File: config.mk
export PLATFORM = sky130hd
export DESIGN_NAME = plic_apb_mem_bridge_flat
export DESIGN_NICKNAME = d
export VERILOG_FILES = /design/src/rtl/plic_apb_mem_bridge_if.sv /design/src/rtl/plic_apb_mem_bridge.sv /design/src/flat_wrapper.sv
export SDC_FILE = /design/constraint.sdc
export NUM_CORES = 1
export LEC_CHECK = 0
export CORE_MARGIN = 5
export CORE_UTILIZATION = 43
export CTS_BUF_LIST = sky130_fd_sc_hd__clkbuf_2
export CTS_CLUSTER_SIZE = 8
export DETAILED_ROUTE_END_ITERATION = 10
export HOLD_SLACK_MARGIN = 0.05
export PLACE_DENSITY = 0.83
export SLEW_MARGIN = 20
export SYNTH_ARGS = -nofsm -noshare
export SYNTH_HDL_FRONTEND = slang
export SYNTH_SLANG_ARGS = --single-unit
File: constraint.sdc
create_clock -name pclk_i -period 1.35 [get_ports pclk_i]
set_input_delay 0.405 -clock pclk_i [delete_from_list [all_inputs] [get_ports pclk_i]]
set_output_delay 0.405 -clock pclk_i [all_outputs]
set_load 0.01 [all_outputs]
File: src/rtl/plic_apb_mem_bridge_if.sv
// plic_apb_mem_bridge_if: APB completer, memory-port and access-attribute bundle for plic_apb_mem_bridge
interface plic_apb_mem_bridge_if #(
  parameter int ADDR_WIDTH     = 32,
  parameter int DATA_WIDTH     = 32,
  parameter int MEM_ADDR_WIDTH = 26,
  parameter int NUM_DOMAIN     = 16,
  parameter int DOMAIN_W       = (NUM_DOMAIN > 1) ? $clog2(NUM_DOMAIN) : 1
);
  logic                      psel_i;
  logic                      penable_i;
  logic                      pwrite_i;
  logic [ADDR_WIDTH-1:0]     paddr_i;
  logic [DATA_WIDTH-1:0]     pwdata_i;
  logic [DATA_WIDTH/8-1:0]   pstrb_i;
  logic [2:0]                pprot_i;
  logic [1:0]                priv_mode_i;
  logic [DOMAIN_W-1:0]       did_i;
  logic                      pready_o;
  logic [DATA_WIDTH-1:0]     prdata_o;
  logic                      pslverr_o;
  logic                      mem_csb_o;
  logic                      mem_rwb_o;
  logic [MEM_ADDR_WIDTH-1:0] mem_addr_o;
  logic [DATA_WIDTH/8-1:0]   mem_wm_o;
  logic [DATA_WIDTH-1:0]     mem_wdata_o;
  logic [DATA_WIDTH-1:0]     mem_rdata_i;
  logic                      mem_error_i;
  logic                      pri_acc_o;
  logic                      sec_acc_o;
  logic                      data_acc_o;
  logic [1:0]                acc_priv_mode_o;
  logic [DOMAIN_W-1:0]       acc_did_o;
  modport slave (
    input  psel_i, penable_i, pwrite_i, paddr_i, pwdata_i, pstrb_i, pprot_i, priv_mode_i, did_i,
    input  mem_rdata_i, mem_error_i,
    output pready_o, prdata_o, pslverr_o,
    output mem_csb_o, mem_rwb_o, mem_addr_o, mem_wm_o, mem_wdata_o,
    output pri_acc_o, sec_acc_o, data_acc_o, acc_priv_mode_o, acc_did_o
  );
  modport master (
    output psel_i, penable_i, pwrite_i, paddr_i, pwdata_i, pstrb_i, pprot_i, priv_mode_i, did_i,
    output mem_rdata_i, mem_error_i,
    input  pready_o, prdata_o, pslverr_o,
    input  mem_csb_o, mem_rwb_o, mem_addr_o, mem_wm_o, mem_wdata_o,
    input  pri_acc_o, sec_acc_o, data_acc_o, acc_priv_mode_o, acc_did_o
  );
endinterface

File: src/rtl/plic_apb_mem_bridge.sv
// plic_apb_mem_bridge: APB completer turning each transfer into one memory strobe (optional PLIC_BRIDGE_ADDR_CHK_EN address check)
module plic_apb_mem_bridge #(
  parameter int ADDR_WIDTH     = 32,
  parameter int DATA_WIDTH     = 32,
  parameter int MEM_ADDR_WIDTH = 26,
  parameter int NUM_DOMAIN     = 16,
  parameter int DOMAIN_W       = (NUM_DOMAIN > 1) ? $clog2(NUM_DOMAIN) : 1
) (
  input logic                  pclk_i,
  input logic                  prst_n_i,
  plic_apb_mem_bridge_if.slave bus
);
  localparam int SW = DATA_WIDTH / 8;
  typedef enum logic [1:0] {ST_IDLE, ST_REQ, ST_WAIT, ST_DONE} state_t;
  state_t                    state_q, state_d;
  logic                      csb_q, csb_d;
  logic                      rwb_q, rwb_d;
  logic [MEM_ADDR_WIDTH-1:0] addr_q, addr_d;
  logic [SW-1:0]             wm_q, wm_d;
  logic [DATA_WIDTH-1:0]     wdata_q, wdata_d;
  logic                      pri_q, pri_d;
  logic                      sec_q, sec_d;
  logic                      dacc_q, dacc_d;
  logic [1:0]                pm_q, pm_d;
  logic [DOMAIN_W-1:0]       did_q, did_d;
  logic [DATA_WIDTH-1:0]     rdata_q, rdata_d;
  logic                      err_q, err_d;
  logic                      ready_q, ready_d;
  logic                      bad_q, bad_d;
  logic                      start;
  logic                      unused_ok;
  assign start     = (state_q == ST_IDLE) && bus.psel_i;
  assign unused_ok = ^{bus.penable_i, bus.paddr_i[ADDR_WIDTH-1:MEM_ADDR_WIDTH]};
  // State and output registers; reset drops any in-flight strobe or response
  always_ff @(posedge pclk_i) begin
    if (!prst_n_i) begin
      state_q <= ST_IDLE;
      csb_q   <= 1'b1;
      rwb_q   <= 1'b0;
      addr_q  <= '0;
      wm_q    <= '0;
      wdata_q <= '0;
      pri_q   <= 1'b0;
      sec_q   <= 1'b0;
      dacc_q  <= 1'b0;
      pm_q    <= '0;
      did_q   <= '0;
      rdata_q <= '0;
      err_q   <= 1'b0;
      ready_q <= 1'b0;
      bad_q   <= 1'b0;
    end else begin
      state_q <= state_d;
      csb_q   <= csb_d;
      rwb_q   <= rwb_d;
      addr_q  <= addr_d;
      wm_q    <= wm_d;
      wdata_q <= wdata_d;
      pri_q   <= pri_d;
      sec_q   <= sec_d;
      dacc_q  <= dacc_d;
      pm_q    <= pm_d;
      did_q   <= did_d;
      rdata_q <= rdata_d;
      err_q   <= err_d;
      ready_q <= ready_d;
      bad_q   <= bad_d;
    end
  end
  // Fixed four-cycle walk; only IDLE looks at psel
  always_comb begin
    state_d = (state_q == ST_IDLE) ? (bus.psel_i ? ST_REQ : ST_IDLE) :
              (state_q == ST_REQ)  ? ST_WAIT :
              (state_q == ST_WAIT) ? ST_DONE : ST_IDLE;
  end
  // Next register values: latch request in IDLE, strobe in REQ, capture response in WAIT, ready in DONE
  always_comb begin
`ifdef PLIC_BRIDGE_ADDR_CHK_EN
    bad_d   = start ? ((bus.paddr_i[1:0] != 2'b00) ||
                       (bus.paddr_i[ADDR_WIDTH-1:MEM_ADDR_WIDTH] != '0)) : bad_q;
`else
    bad_d   = 1'b0;
`endif
    csb_d   = !(start && !bad_d);
    rwb_d   = start ? bus.pwrite_i : rwb_q;
    addr_d  = start ? bus.paddr_i[MEM_ADDR_WIDTH-1:0] : addr_q;
    wm_d    = start ? (bus.pwrite_i ? bus.pstrb_i : '0) : wm_q;
    wdata_d = start ? bus.pwdata_i : wdata_q;
    pri_d   = start ? bus.pprot_i[0] : pri_q;
    sec_d   = start ? !bus.pprot_i[1] : sec_q;
    dacc_d  = start ? !bus.pprot_i[2] : dacc_q;
    pm_d    = start ? bus.priv_mode_i : pm_q;
    did_d   = start ? bus.did_i : did_q;
    ready_d = (state_q == ST_WAIT);
    rdata_d = (state_q == ST_WAIT && !rwb_q && !bad_q) ? bus.mem_rdata_i : '0;
    err_d   = (state_q == ST_WAIT) && (bad_q || bus.mem_error_i);
  end
  assign bus.pready_o        = ready_q;
  assign bus.prdata_o        = rdata_q;
  assign bus.pslverr_o       = err_q;
  assign bus.mem_csb_o       = csb_q;
  assign bus.mem_rwb_o       = rwb_q;
  assign bus.mem_addr_o      = addr_q;
  assign bus.mem_wm_o        = wm_q;
  assign bus.mem_wdata_o     = wdata_q;
  assign bus.pri_acc_o       = pri_q;
  assign bus.sec_acc_o       = sec_q;
  assign bus.data_acc_o      = dacc_q;
  assign bus.acc_priv_mode_o = pm_q;
  assign bus.acc_did_o       = did_q;
endmodule

File: src/flat_wrapper.sv
// flat-port wrapper written by rule: the top's interface ports become plain ports
module plic_apb_mem_bridge_flat 
#(
  parameter int ADDR_WIDTH     = 32,
  parameter int DATA_WIDTH     = 32,
  parameter int MEM_ADDR_WIDTH = 26,
  parameter int NUM_DOMAIN     = 16,
  parameter int DOMAIN_W       = (NUM_DOMAIN > 1) ? $clog2(NUM_DOMAIN) : 1
)
  (pclk_i, prst_n_i, bus_psel_i, bus_penable_i, bus_pwrite_i, bus_paddr_i, bus_pwdata_i, bus_pstrb_i, bus_pprot_i, bus_priv_mode_i, bus_did_i, bus_mem_rdata_i, bus_mem_error_i, bus_pready_o, bus_prdata_o, bus_pslverr_o, bus_mem_csb_o, bus_mem_rwb_o, bus_mem_addr_o, bus_mem_wm_o, bus_mem_wdata_o, bus_pri_acc_o, bus_sec_acc_o, bus_data_acc_o, bus_acc_priv_mode_o, bus_acc_did_o);
  plic_apb_mem_bridge_if #(.ADDR_WIDTH(ADDR_WIDTH), .DATA_WIDTH(DATA_WIDTH), .MEM_ADDR_WIDTH(MEM_ADDR_WIDTH), .NUM_DOMAIN(NUM_DOMAIN), .DOMAIN_W(DOMAIN_W)) bus_i ();
  input logic pclk_i;
  input logic prst_n_i;
  input wire logic [$bits(bus_i.psel_i)-1:0] bus_psel_i;
  input wire logic [$bits(bus_i.penable_i)-1:0] bus_penable_i;
  input wire logic [$bits(bus_i.pwrite_i)-1:0] bus_pwrite_i;
  input wire logic [$bits(bus_i.paddr_i)-1:0] bus_paddr_i;
  input wire logic [$bits(bus_i.pwdata_i)-1:0] bus_pwdata_i;
  input wire logic [$bits(bus_i.pstrb_i)-1:0] bus_pstrb_i;
  input wire logic [$bits(bus_i.pprot_i)-1:0] bus_pprot_i;
  input wire logic [$bits(bus_i.priv_mode_i)-1:0] bus_priv_mode_i;
  input wire logic [$bits(bus_i.did_i)-1:0] bus_did_i;
  input wire logic [$bits(bus_i.mem_rdata_i)-1:0] bus_mem_rdata_i;
  input wire logic [$bits(bus_i.mem_error_i)-1:0] bus_mem_error_i;
  output wire logic [$bits(bus_i.pready_o)-1:0] bus_pready_o;
  output wire logic [$bits(bus_i.prdata_o)-1:0] bus_prdata_o;
  output wire logic [$bits(bus_i.pslverr_o)-1:0] bus_pslverr_o;
  output wire logic [$bits(bus_i.mem_csb_o)-1:0] bus_mem_csb_o;
  output wire logic [$bits(bus_i.mem_rwb_o)-1:0] bus_mem_rwb_o;
  output wire logic [$bits(bus_i.mem_addr_o)-1:0] bus_mem_addr_o;
  output wire logic [$bits(bus_i.mem_wm_o)-1:0] bus_mem_wm_o;
  output wire logic [$bits(bus_i.mem_wdata_o)-1:0] bus_mem_wdata_o;
  output wire logic [$bits(bus_i.pri_acc_o)-1:0] bus_pri_acc_o;
  output wire logic [$bits(bus_i.sec_acc_o)-1:0] bus_sec_acc_o;
  output wire logic [$bits(bus_i.data_acc_o)-1:0] bus_data_acc_o;
  output wire logic [$bits(bus_i.acc_priv_mode_o)-1:0] bus_acc_priv_mode_o;
  output wire logic [$bits(bus_i.acc_did_o)-1:0] bus_acc_did_o;
  assign bus_i.psel_i = bus_psel_i;
  assign bus_i.penable_i = bus_penable_i;
  assign bus_i.pwrite_i = bus_pwrite_i;
  assign bus_i.paddr_i = bus_paddr_i;
  assign bus_i.pwdata_i = bus_pwdata_i;
  assign bus_i.pstrb_i = bus_pstrb_i;
  assign bus_i.pprot_i = bus_pprot_i;
  assign bus_i.priv_mode_i = bus_priv_mode_i;
  assign bus_i.did_i = bus_did_i;
  assign bus_i.mem_rdata_i = bus_mem_rdata_i;
  assign bus_i.mem_error_i = bus_mem_error_i;
  assign bus_pready_o = bus_i.pready_o;
  assign bus_prdata_o = bus_i.prdata_o;
  assign bus_pslverr_o = bus_i.pslverr_o;
  assign bus_mem_csb_o = bus_i.mem_csb_o;
  assign bus_mem_rwb_o = bus_i.mem_rwb_o;
  assign bus_mem_addr_o = bus_i.mem_addr_o;
  assign bus_mem_wm_o = bus_i.mem_wm_o;
  assign bus_mem_wdata_o = bus_i.mem_wdata_o;
  assign bus_pri_acc_o = bus_i.pri_acc_o;
  assign bus_sec_acc_o = bus_i.sec_acc_o;
  assign bus_data_acc_o = bus_i.data_acc_o;
  assign bus_acc_priv_mode_o = bus_i.acc_priv_mode_o;
  assign bus_acc_did_o = bus_i.acc_did_o;
  plic_apb_mem_bridge #(.ADDR_WIDTH(ADDR_WIDTH), .DATA_WIDTH(DATA_WIDTH), .MEM_ADDR_WIDTH(MEM_ADDR_WIDTH), .NUM_DOMAIN(NUM_DOMAIN), .DOMAIN_W(DOMAIN_W)) u_core (.pclk_i(pclk_i), .prst_n_i(prst_n_i), .bus(bus_i));
endmodule
==> flow_metrics.py <==
metrics = {
    "critical_path": {
        "critical-path-top-delay-family": "flip-flops",
        "endpoint_kind_of_the_worst_setup_timing_path": "output pin",
        "critPathMaxFanout": 3,
        "reg2reg_to": "u_core.bus.mem_wdata_o[5]$_SDFFE_PN0P_",
        "worstSetupStartpointType": "register",
        "critical_path_buf_inv_count": 1,
        "crit_path_required_time_ns": 0.95,
        "r2r_setup_slack_ns": -0.02,
        "worst-r2r-cell-count": 6,
        "crit_path_cell_trace": "buf_6",
        "worstPathArrival_ns": 1.17,
        "crit_path_top_delay_cell": "sky130_fd_sc_hd__dfxtp_2",
        "r2r-start": "u_core.state_q[1]$_SDFF_PP0_",
        "slowest_delay_ns": 0.42,
        "path_class": "register to output pin",
    },
    "hold_path": {
        "hold_path.startpoint": "bus_mem_rdata_i[21]",
        "worstHoldPathType": "input pin to register",
        "worst_hold_path.endpoint": "u_core.bus.prdata_o[21]$_SDFF_PN0_",
        "holdPathStages": 2,
    },
    "status": {
        "run_status": "finished with violations",
        "violations": "setup timing",
    },
    "logic_synthesis": {
        "yosys_warnings": 0,
        "part_of_the_yosys_area_used_for_sequential_elements_pct": 44.8,
        "yosys.area_share.simple_pct": 18.4,
        "postSynthNetCount": 530,
        "synth_top_area_cell": "sky130_fd_sc_hd__dfxtp_1",
        "mean_instance_size_in_the_synthesized_netlist_sq_um": 11.8,
        "synth_fa_ha_area_share_pct": 0.770,
        "syn_area_sq_um": 4870,
        "synthTopCellsByArea": "sky130_fd_sc_hd__dfxtp_1 (45%), sky130_fd_sc_hd__nand3_2 (12%), sky130_fd_sc_hd__a21oi_2 (11%)",
        "synth-xor-area-share_pct": 0,
        "largest_family_of_logic_cells_by_synthesized_area": "compound AO/OA/AOI/OAI gates",
        "syn_inst_count": 412,
        "register_bit_total_from_synthesis": 109,
        "yosys.area.top_type_share_pct": 44.8,
        "post_synth_num_cell_types": 24,
        "synthMuxAreaShare_pct": 0.205,
        "synth_compound_area_share_pct": 26.8,
    },
    "sta": {
        "grt_setup_unrepaired": "true",
        "tightest_slew_ns": 0.328,
        "min_period_over_period_pct": 116,
        "min_period_ns": 1.57,
        "skew_ns": 0.0375,
        "final_count_of_hold_timing_violations": 0,
        "worst_slack_ns": -0.222,
        "whs_ns": 0.260,
        "setup_violations": 122,
        "slew_viol_final": 0,
        "achievable_clock_frequency_ghz": 0.636,
        "tns_ns": -19.91,
        "slew-limit-headroom_pct": 78.1,
    },
    "placement": {
        "placed_cell_areas_sq_um": 7080,
        "buffer_ports.inserted": 214,
        "pre_cts_slack_ns": -0.339,
        "placed_cells": 748,
        "dp_hpwl_um": 9350,
        "gp_congestion": 0.772,
    },
    "route": {
        "detail_route.first_pass.iterations": 5,
        "wire_per_inst_um": 17.9,
        "drt_iter0_drc": 126,
        "number_of_vias_after_detailed_routing": 3915,
        "route.detailed.drc": 0,
        "drt-vias-per-instance": 4.96,
        "wl_um": 14100,
        "route.antenna.remaining_nets": 0,
    },
    "pwr": {
        "ir_worst_vdd_mv": 0.692,
        "total_leakage_power_nw": 3.21,
        "power_per_cell_area_nw_per_um2": 846,
        "total_power_mw": 6.69,
    },
    "global_routing": {
        "global_route.usage.total_pct": 19.7,
        "grt.overflow.total": 0,
        "grt_max_degree": 33,
        "number_of_global_route_vias_before_repair": 4046,
        "grt_antenna_before_repair": 2,
        "first_pass_grt_wire_length_um": 20900,
    },
    "clocking": {
        "tritoncts_num_sinks": 109,
        "cts_max_level": 3,
        "cts_tree": "yes",
        "cts.root.buffer_cell": "sky130_fd_sc_hd__clkbuf_2",
        "clk_path_buf_depth": 2,
        "cts_buffers": 9,
        "clkLatencyLatePin_ns": 0.64,
        "cts.reportedPaths.clkPinSlew_ns": 0.33,
    },
    "cells_and_area": {
        "final_cell_mix": "sky130_fd_sc_hd__clkdlybuf4s50_1 (106), sky130_fd_sc_hd__buf_6 (90), sky130_fd_sc_hd__dfxtp_2 (89)",
        "fin_area_sq_um": 7910,
        "layout.cells.most_common": "sky130_fd_sc_hd__clkdlybuf4s50_1",
        "layout.area.seq_sq_um": 2290,
        "fraction_of_the_core_area_covered_by_cells_at_the_end_of_the_flow_pct": 72.1,
        "area_added_between_synthesis_and_finish_pct": 62.3,
        "layout.cells.non_filler": 789,
        "multiInputGateArea_sq_um": 2450,
        "drive_above_1_share_pct": 66.0,
        "layout.nets": 760,
        "nFillCells": 762,
    },
    "floorplan": {
        "rows": 38,
        "starting_density_of_the_core_pct": 44.4,
        "die_area_sq_um": 13600,
        "dieWidth_um": 116,
        "core_area_sq_um": 11000,
        "fp.dieH_um": 116,
        "top_level_ports": 222,
    },
    "run": {
        "maxCapViolCount": 0,
    },
}
## per-layer routing
metal,wire [um],up-vias,track usage (%),part of all wire (%)
met2,7210,137,34.9,51
met1,5490,1866,22.0,39
met3,1200,16,7.77,8.5
met5,0,-,0,0
li1,-,1896,-,-
met4,196,0,5.34,1.4
## worst max path at each step
stage / to / cells past startpoint / start
final: bus_mem_rwb_o / 1 / u_core.bus.mem_rwb_o$_SDFFE_PN0P_
after global routing: bus_prdata_o[7] / 1 / u_core.bus.prdata_o[7]$_SDFF_PN0_
after CTS: bus_mem_rwb_o / 1 / u_core.bus.mem_rwb_o$_SDFFE_PN0P_
after detailed placement: u_core.bus.prdata_o[10]$_SDFF_PN0_ / 3 / prst_n_i
after global placement: u_core.bus.prdata_o[5]$_SDFF_PN0_ / 3 / prst_n_i
after floorplan: u_core.bus.mem_addr_o[19]$_SDFFE_PN0P_ / 6 / u_core.state_q[1]$_SDFF_PP0_
## area by class of cell
| class | instances | area share, % |
|---|---|---|
| repair buffers | 261 | 36.3 |
| multi-input cells | 258 | 30.9 |
| flip-flops and latches | 109 | 29.0 |
| well taps | 140 | 2.21 |
| clock inverters | 6 | 0.743 |
| clock buffers | 10 | 0.632 |
| inverters | 3 | 0.158 |
| diodes | 2 | 0.0632 |
## report_power, final
| group | switching (mW) | total, mW | internal (mW) |
|---|---|---|---|
| clock network | 1.19 | 1.50 | 0.308 |
| logic | 0.673 | 1.71 | 1.03 |
| registers | 0.0978 | 3.49 | 3.39 |
## sequential cells by signal, summed over array words and instances (netlist names), 2 cells and up
register                    flops
u_core.bus.mem_wm_o             4
u_core.bus.acc_did_o            4
u_core.state_q                  2
u_core.bus.acc_priv_mode_o      2
u_core.bus.prdata_o            32
u_core.bus.mem_wdata_o         32
u_core.bus.mem_addr_o          26
## logic make-up after synthesis
group / Yosys count
adder cells (fa/ha/maj): 3
AO/OA/AOI/OAI: 144
flip-flops: 109
buffers and inverters: 45
multiplexers: 1
AND/OR/NAND/NOR: 110
## cell usage after synthesis, drive strengths merged
| cell | number |
|---|---|
| dfxtp | 109 |
| a21oi | 72 |
| a21bo | 70 |
| nand3 | 66 |
| buf | 42 |
| and2 | 34 |
| nand4 | 4 |
| ha | 3 |
| inv | 3 |
| a211oi | 2 |
| nand2 | 2 |
| nor2 | 2 |
| and3 | 1 |
| and3b | 1 |
| mux2i | 1 |
## repair_timing
action / 4_1_cts / 5_1_grt
gates resized for setup: 606 / 57
hold endpoints to repair: 0 / 4
setup buffers: 9 / 6
setup endpoints to repair: 164 / 204
gates cloned: 4 / 7
hold buffers: 0 / 1
pin swaps: 4 / 92
Note: power is estimated with default switching activity, not from simulation.
